===== src/rtl/swire_power_sequencer.sv =====
`default_nettype none
// ----------------------------------------------------------------------------
// swire_power_sequencer : ordered multi-channel power-up / power-down sequencer
// Revision 1.0
// ----------------------------------------------------------------------------
module swire_power_sequencer #(
  parameter int                      NUM_CH     = 2,
  parameter int                      CNT_W      = 24,
  parameter logic [NUM_CH*CNT_W-1:0] UP_DLY     = {24'h30, 24'h30},
  parameter logic [NUM_CH*CNT_W-1:0] DN_DLY     = {24'h10, 24'h10},
  parameter bit                      AUTO_START = 1'b1,
  parameter int                      IDX_W      = 4
) (
  input  logic              i_clk_38m,
  input  logic              i_reset_n,
  input  logic              i_enable,
  output logic [NUM_CH-1:0] o_start,
  output logic              o_seq_busy,
  output logic              o_seq_done,
  output logic [IDX_W-1:0]  o_stage
);

  typedef enum logic [1:0] {
    S_OFF  = 2'd0,
    S_UP   = 2'd1,
    S_ON   = 2'd2,
    S_DOWN = 2'd3
  } state_t;

  localparam logic [IDX_W-1:0] LAST_IDX = IDX_W'(NUM_CH - 1);

  state_t              state;
  logic [CNT_W-1:0]    cnt;
  logic [IDX_W-1:0]    idx;
  logic [NUM_CH-1:0]   start;
  logic                done;

  logic                en_eff;
  logic [CNT_W-1:0]    up_dly [NUM_CH];
  logic [CNT_W-1:0]    dn_dly [NUM_CH];
  logic [CNT_W-1:0]    up_cur;
  logic [CNT_W-1:0]    dn_cur;
  logic [NUM_CH-1:0]   sel;
  logic [IDX_W-1:0]    hi_idx;

  assign en_eff = AUTO_START ? 1'b1 : i_enable;

  for (genvar g = 0; g < NUM_CH; g++) begin : g_dly
    assign up_dly[g] = UP_DLY[g*CNT_W +: CNT_W];
    assign dn_dly[g] = DN_DLY[g*CNT_W +: CNT_W];
  end

  // Channel select, delay lookup and highest-asserted encoder, all keyed by idx
  always_comb begin
    up_cur = '0;
    dn_cur = '0;
    sel    = '0;
    hi_idx = '0;
    for (int i = 0; i < NUM_CH; i++) begin
      if (idx == IDX_W'(i)) begin
        up_cur = up_dly[i];
        dn_cur = dn_dly[i];
        sel[i] = 1'b1;
      end
      if (start[i]) begin
        hi_idx = IDX_W'(i);
      end
    end
  end

  always_ff @(posedge i_clk_38m or negedge i_reset_n) begin
    if (!i_reset_n) begin
      state <= S_OFF;
      cnt   <= '0;
      idx   <= '0;
      start <= '0;
      done  <= 1'b0;
    end else begin
      case (state)
        S_OFF: begin
          if (en_eff) begin
            state <= S_UP;
            idx   <= '0;
            cnt   <= '0;
          end
        end

        S_UP: begin
          // An abort wins over a match on the same edge
          if (!en_eff) begin
            if (start == '0) begin
              state <= S_OFF;
              idx   <= '0;
            end else begin
              state <= S_DOWN;
              idx   <= hi_idx;
              cnt   <= '0;
            end
          end else if (cnt == up_cur) begin
            start <= start | sel;
            cnt   <= '0;
            if (idx == LAST_IDX) begin
              state <= S_ON;
              done  <= 1'b1;
            end else begin
              idx <= idx + IDX_W'(1);
            end
          end else begin
            cnt <= cnt + CNT_W'(1);
          end
        end

        S_ON: begin
          if (!en_eff) begin
            state <= S_DOWN;
            done  <= 1'b0;
            idx   <= LAST_IDX;
            cnt   <= '0;
          end
        end

        S_DOWN: begin
          // Runs to completion regardless of en_eff
          if (cnt == dn_cur) begin
            start <= start & ~sel;
            cnt   <= '0;
            if (idx == '0) begin
              state <= S_OFF;
            end else begin
              idx <= idx - IDX_W'(1);
            end
          end else begin
            cnt <= cnt + CNT_W'(1);
          end
        end

        default: begin
          state <= S_OFF;
          cnt   <= '0;
          idx   <= '0;
          start <= '0;
          done  <= 1'b0;
        end
      endcase
    end
  end

  assign o_start    = start;
  assign o_seq_done = done;
  assign o_stage    = idx;
  assign o_seq_busy = (state == S_UP) || (state == S_DOWN);

endmodule
`default_nettype wire


===== config.mk =====
export PLATFORM = sky130hd
export DESIGN_NAME = swire_power_sequencer
export DESIGN_NICKNAME = d
export VERILOG_FILES = /design/src/rtl/swire_power_sequencer.sv
export SDC_FILE = /design/constraint.sdc
export NUM_CORES = 1
export LEC_CHECK = 0
export ABC_CLOCK_PERIOD_IN_PS = 2500
export BUFFER_PORTS_ARGS = -buffer_cell sky130_fd_sc_hd__buf_2
export CAP_MARGIN = 20
export CORE_MARGIN = 10
export CORE_UTILIZATION = 45
export CTS_BUF_LIST = sky130_fd_sc_hd__clkbuf_8 sky130_fd_sc_hd__clkbuf_16
export DETAILED_ROUTE_END_ITERATION = 8
export GPL_TIMING_DRIVEN = 0
export PLACE_DENSITY = 0.69
export SYNTH_ARGS = -nofsm -noshare
export SYNTH_HDL_FRONTEND = slang
export SYNTH_SLANG_ARGS = --single-unit

===== constraint.sdc =====
create_clock -name i_clk_38m -period 2.5 [get_ports i_clk_38m]
set_input_delay 0.5 -clock i_clk_38m [delete_from_list [all_inputs] [get_ports i_clk_38m]]
set_output_delay 0.5 -clock i_clk_38m [all_outputs]
set_load 0.01 [all_outputs]

# After elaboration in Yosys (flattened, before gate mapping)
# Cells that the tools add are included.
word_totals:
  reg_bits: 33
  elab_cells: 54
  input_bits: 3
  out_inout_bits: 8
classes:
  n_eq_ne: 12
  bitwise: 4
  n_reduce_logical: 8
  addsub: 3
  muxes: 22
op_table:
  columns: ["cell", "n"]
  rows:
  - ["one-hot mux 24 bit (3 select lines)", 1]
  - ["equality test 24 bit", 2]
  - ["two-way mux 24 bit", 2]
  - ["adder 24 x 1 -> 24 bit (second input constant)", 1]
  - ["two-way mux 4 bit", 4]
  - ["two-way mux 2 bit", 6]
  - ["two-way mux 6 bit", 2]
  - ["inequality test 2 bit (second input constant)", 6]
  - ["one-hot mux 4 bit (3 select lines)", 1]
  - ["two-way mux 5 bit", 2]
  - ["AND reduction 5 bit", 2]
  - ["one-hot mux 2 bit (3 select lines)", 1]
  - ["AND reduction 3 bit", 2]
  - ["adder 4 x 1 -> 4 bit (second input constant)", 1]
  - ["equality test 2 bit (second input constant)", 2]
  - ["equality test 4 x 1 -> 1 bit (second input constant)", 1]
  - ["logical NOT 4 bit", 1]
  - ["one-hot mux 2 bit (2 select lines)", 1]
  - ["subtractor 4 x 1 -> 4 bit (second input constant)", 1]
  - ["AND 2 bit", 1]
  - ["equality test 2 x 1 -> 1 bit (second input constant)", 1]
  - ["logical NOT 2 bit", 1]
  - ["two-way mux 1 bit", 2]
  - ["NOT 2 bit", 1]
  - ["4 further kinds", 4]

# Longest topological paths before layout
logic_depth:
  ltp_word: 6
  ltp_mapped: 8
  depth_no_buf: 7

# Worst setup path after synthesis
# OpenSTA, ideal clock, no wires.
synth_path:
  path_type: "reg-to-reg"
  startpoint: "register idx[0] (netlist: o_stage[0])"
  endpoint: "register idx[2] (netlist: o_stage[2])"
  setup_ns: 0.128
  stages_incl_launch_ff: 9
  setup_slack_ns: 0.428
  t_arrival_ns: 1.943
  cell_sequence: "dfrtp_1 inv_1 ha_1 or2_2 a31oi_1 o2111ai_4 buf_6 o221ai_2 o31ai_2"
synth_via:
  elab_chain_len: 6
synth_rtl:
  columns: ["element", "line", "source"]
  rows:
  - ["from (decl)", "34", "logic [IDX_W-1:0] idx;"]
  - ["from (signal assigned)", "96", "idx <= hi_idx;"]
  - ["from (signal assigned)", "106", "idx <= idx + IDX_W'(1);"]
  - ["from (signal assigned)", "130", "idx <= idx - IDX_W'(1);"]
  - ["logical NOT 4 bit", "60, 127", null]
  - ["two-way mux 5 bit or two-way mux 6 bit (tied branches) (2 in series)", "60", "if (idx == IDX_W'(i)) begin"]
  - ["equality test 24 bit, on equally long branches", "124, 99", null]
  - ["inequality test 2 bit (no line)", null, null]
  - ["AND reduction 5 bit (no line)", null, null]
# Parallel ways exist; a longest one is shown, timed or not. The select of a mux whose other input is x is not followed.
# A chain may end at the register's enable or synchronous reset.

# Worst setup path after layout
layout_path:
  startpoint: "register idx[0] (netlist: o_stage[0])"
  endpoint: "register cnt[5]"
layout_via:
  elab_chain_len: 6
layout_rtl:
  columns: ["element", "line", "source"]
  rows:
  - ["logical NOT 4 bit", "60", null]
  - ["two-way mux 5 bit or two-way mux 6 bit (tied branches) (2 in series)", "60", null]
  - ["equality test 24 bit, on equally long branches", "124, 99", null]
  - ["two-way mux 24 bit, on equally long branches", "124, 99", null]
  - ["one-hot mux 24 bit (3 select lines) (*)", "79", "case (state)"]
  - ["to (signal assigned)", "109", "cnt <= cnt + CNT_W'(1);"]
  - ["to (signal assigned)", "133", "cnt <= cnt + CNT_W'(1);"]
  - ["to (decl)", "33", "logic [CNT_W-1:0] cnt;"]
# Every way passes the cells marked *; elsewhere a longest branch is shown, timed or not.

==> results.py <==
metrics = {
    "outcome": {
        "status": "completed",
    },
    "route": {
        "wirelength_um": 4220,
        "drt_pass1_iterations": 4,
        "drc": 0,
        "vias": 1609,
        "detail-route-antenna-nets": 0,
        "route.detailed.wl_per_inst_um": 14.2,
        "drt_iter0_markers": 121,
        "routed_via_density": 5.44,
    },
    "cts": {
        "cts.sinks": 33,
        "cts_hold_buf": 0,
        "clock-root-buffer": "clkbuf_8",
        "cts_htree_levels": 2,
        "path_clk_slew_ns": 0.08,
        "clock_latency_ns": 0.29,
        "cts_tree": "yes",
        "cts_buffers": 5,
        "ctsLongestPathBuffers": 2,
        "post_cts_buffers": 0,
        "postCtsResizedCells": 0,
    },
    "worst_setup_path": {
        "r2r-start": "o_stage[0]",
        "cp-startpoint": "o_stage[0]",
        "critical_path_arrival_ns": 2.41,
        "crit_fanout": 10,
        "end_kind": "flop",
        "ff2ff_path_depth": 7,
        "crit_slowest_cell": "dfrtp_1",
        "r2r_setup_slack_ns": 0.26,
        "crit_path_max_incr_delay_ns": 0.46,
        "cp_cell_sequence": "inv_1 > ha_1 > or2_2 > a31oi_1 > o2111ai_4 > buf_6 > a32o_1",
        "reg2reg_to": "cnt[5]",
        "worstPathRequired_ns": 2.67,
        "crit_type": "flop to flop",
        "path_delay_family": "compound AO/OA/AOI/OAI gates",
        "worst-path-buf-inv": 2,
        "worstSetupStartpointType": "flop",
    },
    "cells_and_area": {
        "syn_to_final_growth_pct": 11.2,
        "nNetsFinal": 252,
        "drive_gt1_share_pct": 11.1,
        "seqCellArea_um2": 826,
        "design_area_um2": 2240,
        "fillers": 391,
        "multi_input_area_um2": 1100,
        "antennaDiodeCount": 0,
    },
    "synth": {
        "synth_cell_types": 36,
        "yosysMostFrequentCell": "dfrtp_1",
        "ys_seq_elements": 33,
        "synth-edff-count": 0,
        "synth_compound_gate_area_share_pct": 14.7,
        "synthesis.area_um2": 2010,
        "synthXorXnorAreaFrac_pct": 9.57,
        "synth_area_leaders": "dfrtp_1, xnor2_1, nand2_1",
        "yosysSeqAreaShare_pct": 41.0,
        "syn_inst": 227,
        "synth_fp_nets": 236,
        "syn_area_per_cell_um2": 8.87,
        "synth_common_cells": "dfrtp_1, nand2_1, o21ai_0",
        "yosysTopAreaCellShare_pct": 41.0,
        "yosys.area_share.adder_pct": 3.73,
        "async_flop_share_pct": 100,
        "synth_top_flop_cell": "dfrtp_1",
        "ys_warn_count": 0,
        "synth_top_family_by_area": "simple AND/OR/NAND/NOR gates",
        "synth_top_area_cell": "dfrtp_1",
        "yosys-mux-area-fraction_pct": 1.99,
        "synth_simple_gate_area_share_pct": 24.4,
    },
    "floorplan": {
        "core_um2": 4350,
        "ioPinCount": 11,
        "core.rowCount": 24,
        "dieHeight_um": 86.9,
        "die_w_um": 86.9,
        "initial_core_util_pct": 46.2,
        "fp.dieArea_um2": 7550,
    },
    "timing": {
        "worst_slew_margin_rel_pct": 50.8,
        "fin_crit_sh_pct": 89.7,
        "tns_ns": 0,
        "layout_min_cycle_time_ns": 2.24,
        "tightest_slew_ns": 0.739,
        "hold_viol": 0,
        "slew_violations": 0,
        "fmax_ghz": 0.446,
        "rsz0062_at_grt": "false",
        "setup_viol_count_final": 0,
        "skew_ns": 0.0126,
    },
    "flow_run": {
        "max_cap_viol_count": 0,
    },
    "placed_design": {
        "postPlaceCellArea_um2": 2120,
        "dpl.hpwl_um": 2980,
        "io_buffers": 9,
        "gp_congestion": 0.807,
    },
    "pwr": {
        "seq_power_share_pct": 50.4,
        "power.share.clock_pct": 48.6,
        "switching_power_uw": 204,
        "internal_power_uw": 855,
        "p_comb_share_pct": 1.0,
        "switching_share_pct": 19.3,
        "p_per_area_nw_per_um2": 473,
        "peakVddDrop_mv": 0.322,
        "p_leak_uw": 0.000918,
    },
    "global_route": {
        "track_usage_pct": 12.0,
        "grt_max_degree": 34,
        "antenna_found_initial": 0,
        "grt_pass1_vias": 1524,
        "grt_pass1_wl_um": 7330,
        "grt_overflow_total": 0,
    },
    "worst_hold_path": {
        "hold_class": "input port to async pin",
    },
}
==> kinds of logic (layout without fill, tap and decap cells) <==
family          Yosys count  count (layout)
fa+ha+maj                 6               6
simple gates             98              98
compound gates           42              42
mux                       4               4
xor+xnor                 22              22
buf+inv                  22              39
flops                    33              33
==> metal layers <==
layer / vias to the layer above / share of wire (%) / track usage (%)
met1: 752 / 51 / 15.3
met5: - / 0 / 0
met3: 7 / 3.3 / 2.90
met4: 0 / 2.5 / 5.89
li1: 831 / - / -
met2: 19 / 44 / 18.3
==> final cells by class <==
cell class	instances	share of cell area, %
tap	52	2.91
clock inverter	2	1.51
buffer	15	2.91
inverter	7	1.17
multi-input combinational	172	48.9
sequential	33	36.9
timing repair buffer	9	2.01
clock buffer	6	3.69
==> power by group through the flow <==
stage          registers, uW  clock network (uW)  logic, uW
2_1_floorplan            544                   0   0.000362
3_3_place_gp             544                   0       11.6
3_5_place_dp             544                   0       11.7
4_1_cts                  534                 521       11.6
5_1_grt                  533                 547       12.7
6_report                 534                 515       10.6
==> worst reg2reg max path: stages (launching register included) <==
cell and delay [ns]:
dfrtp_1 0.46, inv_1 0.12, ha_1 0.23, or2_2 0.31, a31oi_1 0.27, o2111ai_4 0.24
buf_6 0.23, a32o_1 0.25
==> layout by cell type, fill, tap and decap left out, types with 4 or more instances in the layout <==
| master | count |
|---|---|
| xnor2_1 | 15 |
| clkbuf_1 | 12 |
| a21oi_1 | 5 |
| xor2_1 | 7 |
| o21ai_0 | 22 |
| buf_2 | 10 |
| nor3_1 | 13 |
| nand3_1 | 13 |
| nand2_1 | 30 |
| mux2i_1 | 4 |
| clkbuf_8 | 6 |
| ha_1 | 6 |
| inv_1 | 8 |
| and4_1 | 4 |
| nand4_1 | 8 |
| dfrtp_1 | 33 |
| nor2_1 | 13 |
==> sequential cells by signal, indices dropped and copies added (netlist names), named ones only <==
signal / count
cnt: 24
o_stage: 4
state: 2
o_seq_done: 1
==> worst max path at each step <==
stage | end | slack [ns] | cells past startpoint
after floorplan | o_stage[2] | 0.43 | 8
after global placement | flop | 0.27 | 8
after detailed placement | o_stage[2] | 0.28 | 8
after CTS | o_stage[2] | 0.27 | 8
after global routing | o_stage[2] | 0.12 | 8
final | cnt[5] | 0.26 | 7
==> stage by stage <==
stage	setup slack [ns]	utilization [%]	instances	hold slack (ns)	power [uW]
finish	0.259	51.4	296	0.267	1060
global route	0.121	51.4	296	0.328	1090
CTS	0.270	51.4	296	0.300	1070
detailed placement	0.281	48.8	288	0.446	556
global placement	0.271	48.8	288	0.445	555
floorplan	0.428	-	227	0.204	544
Power figures use the tool's default switching activity.
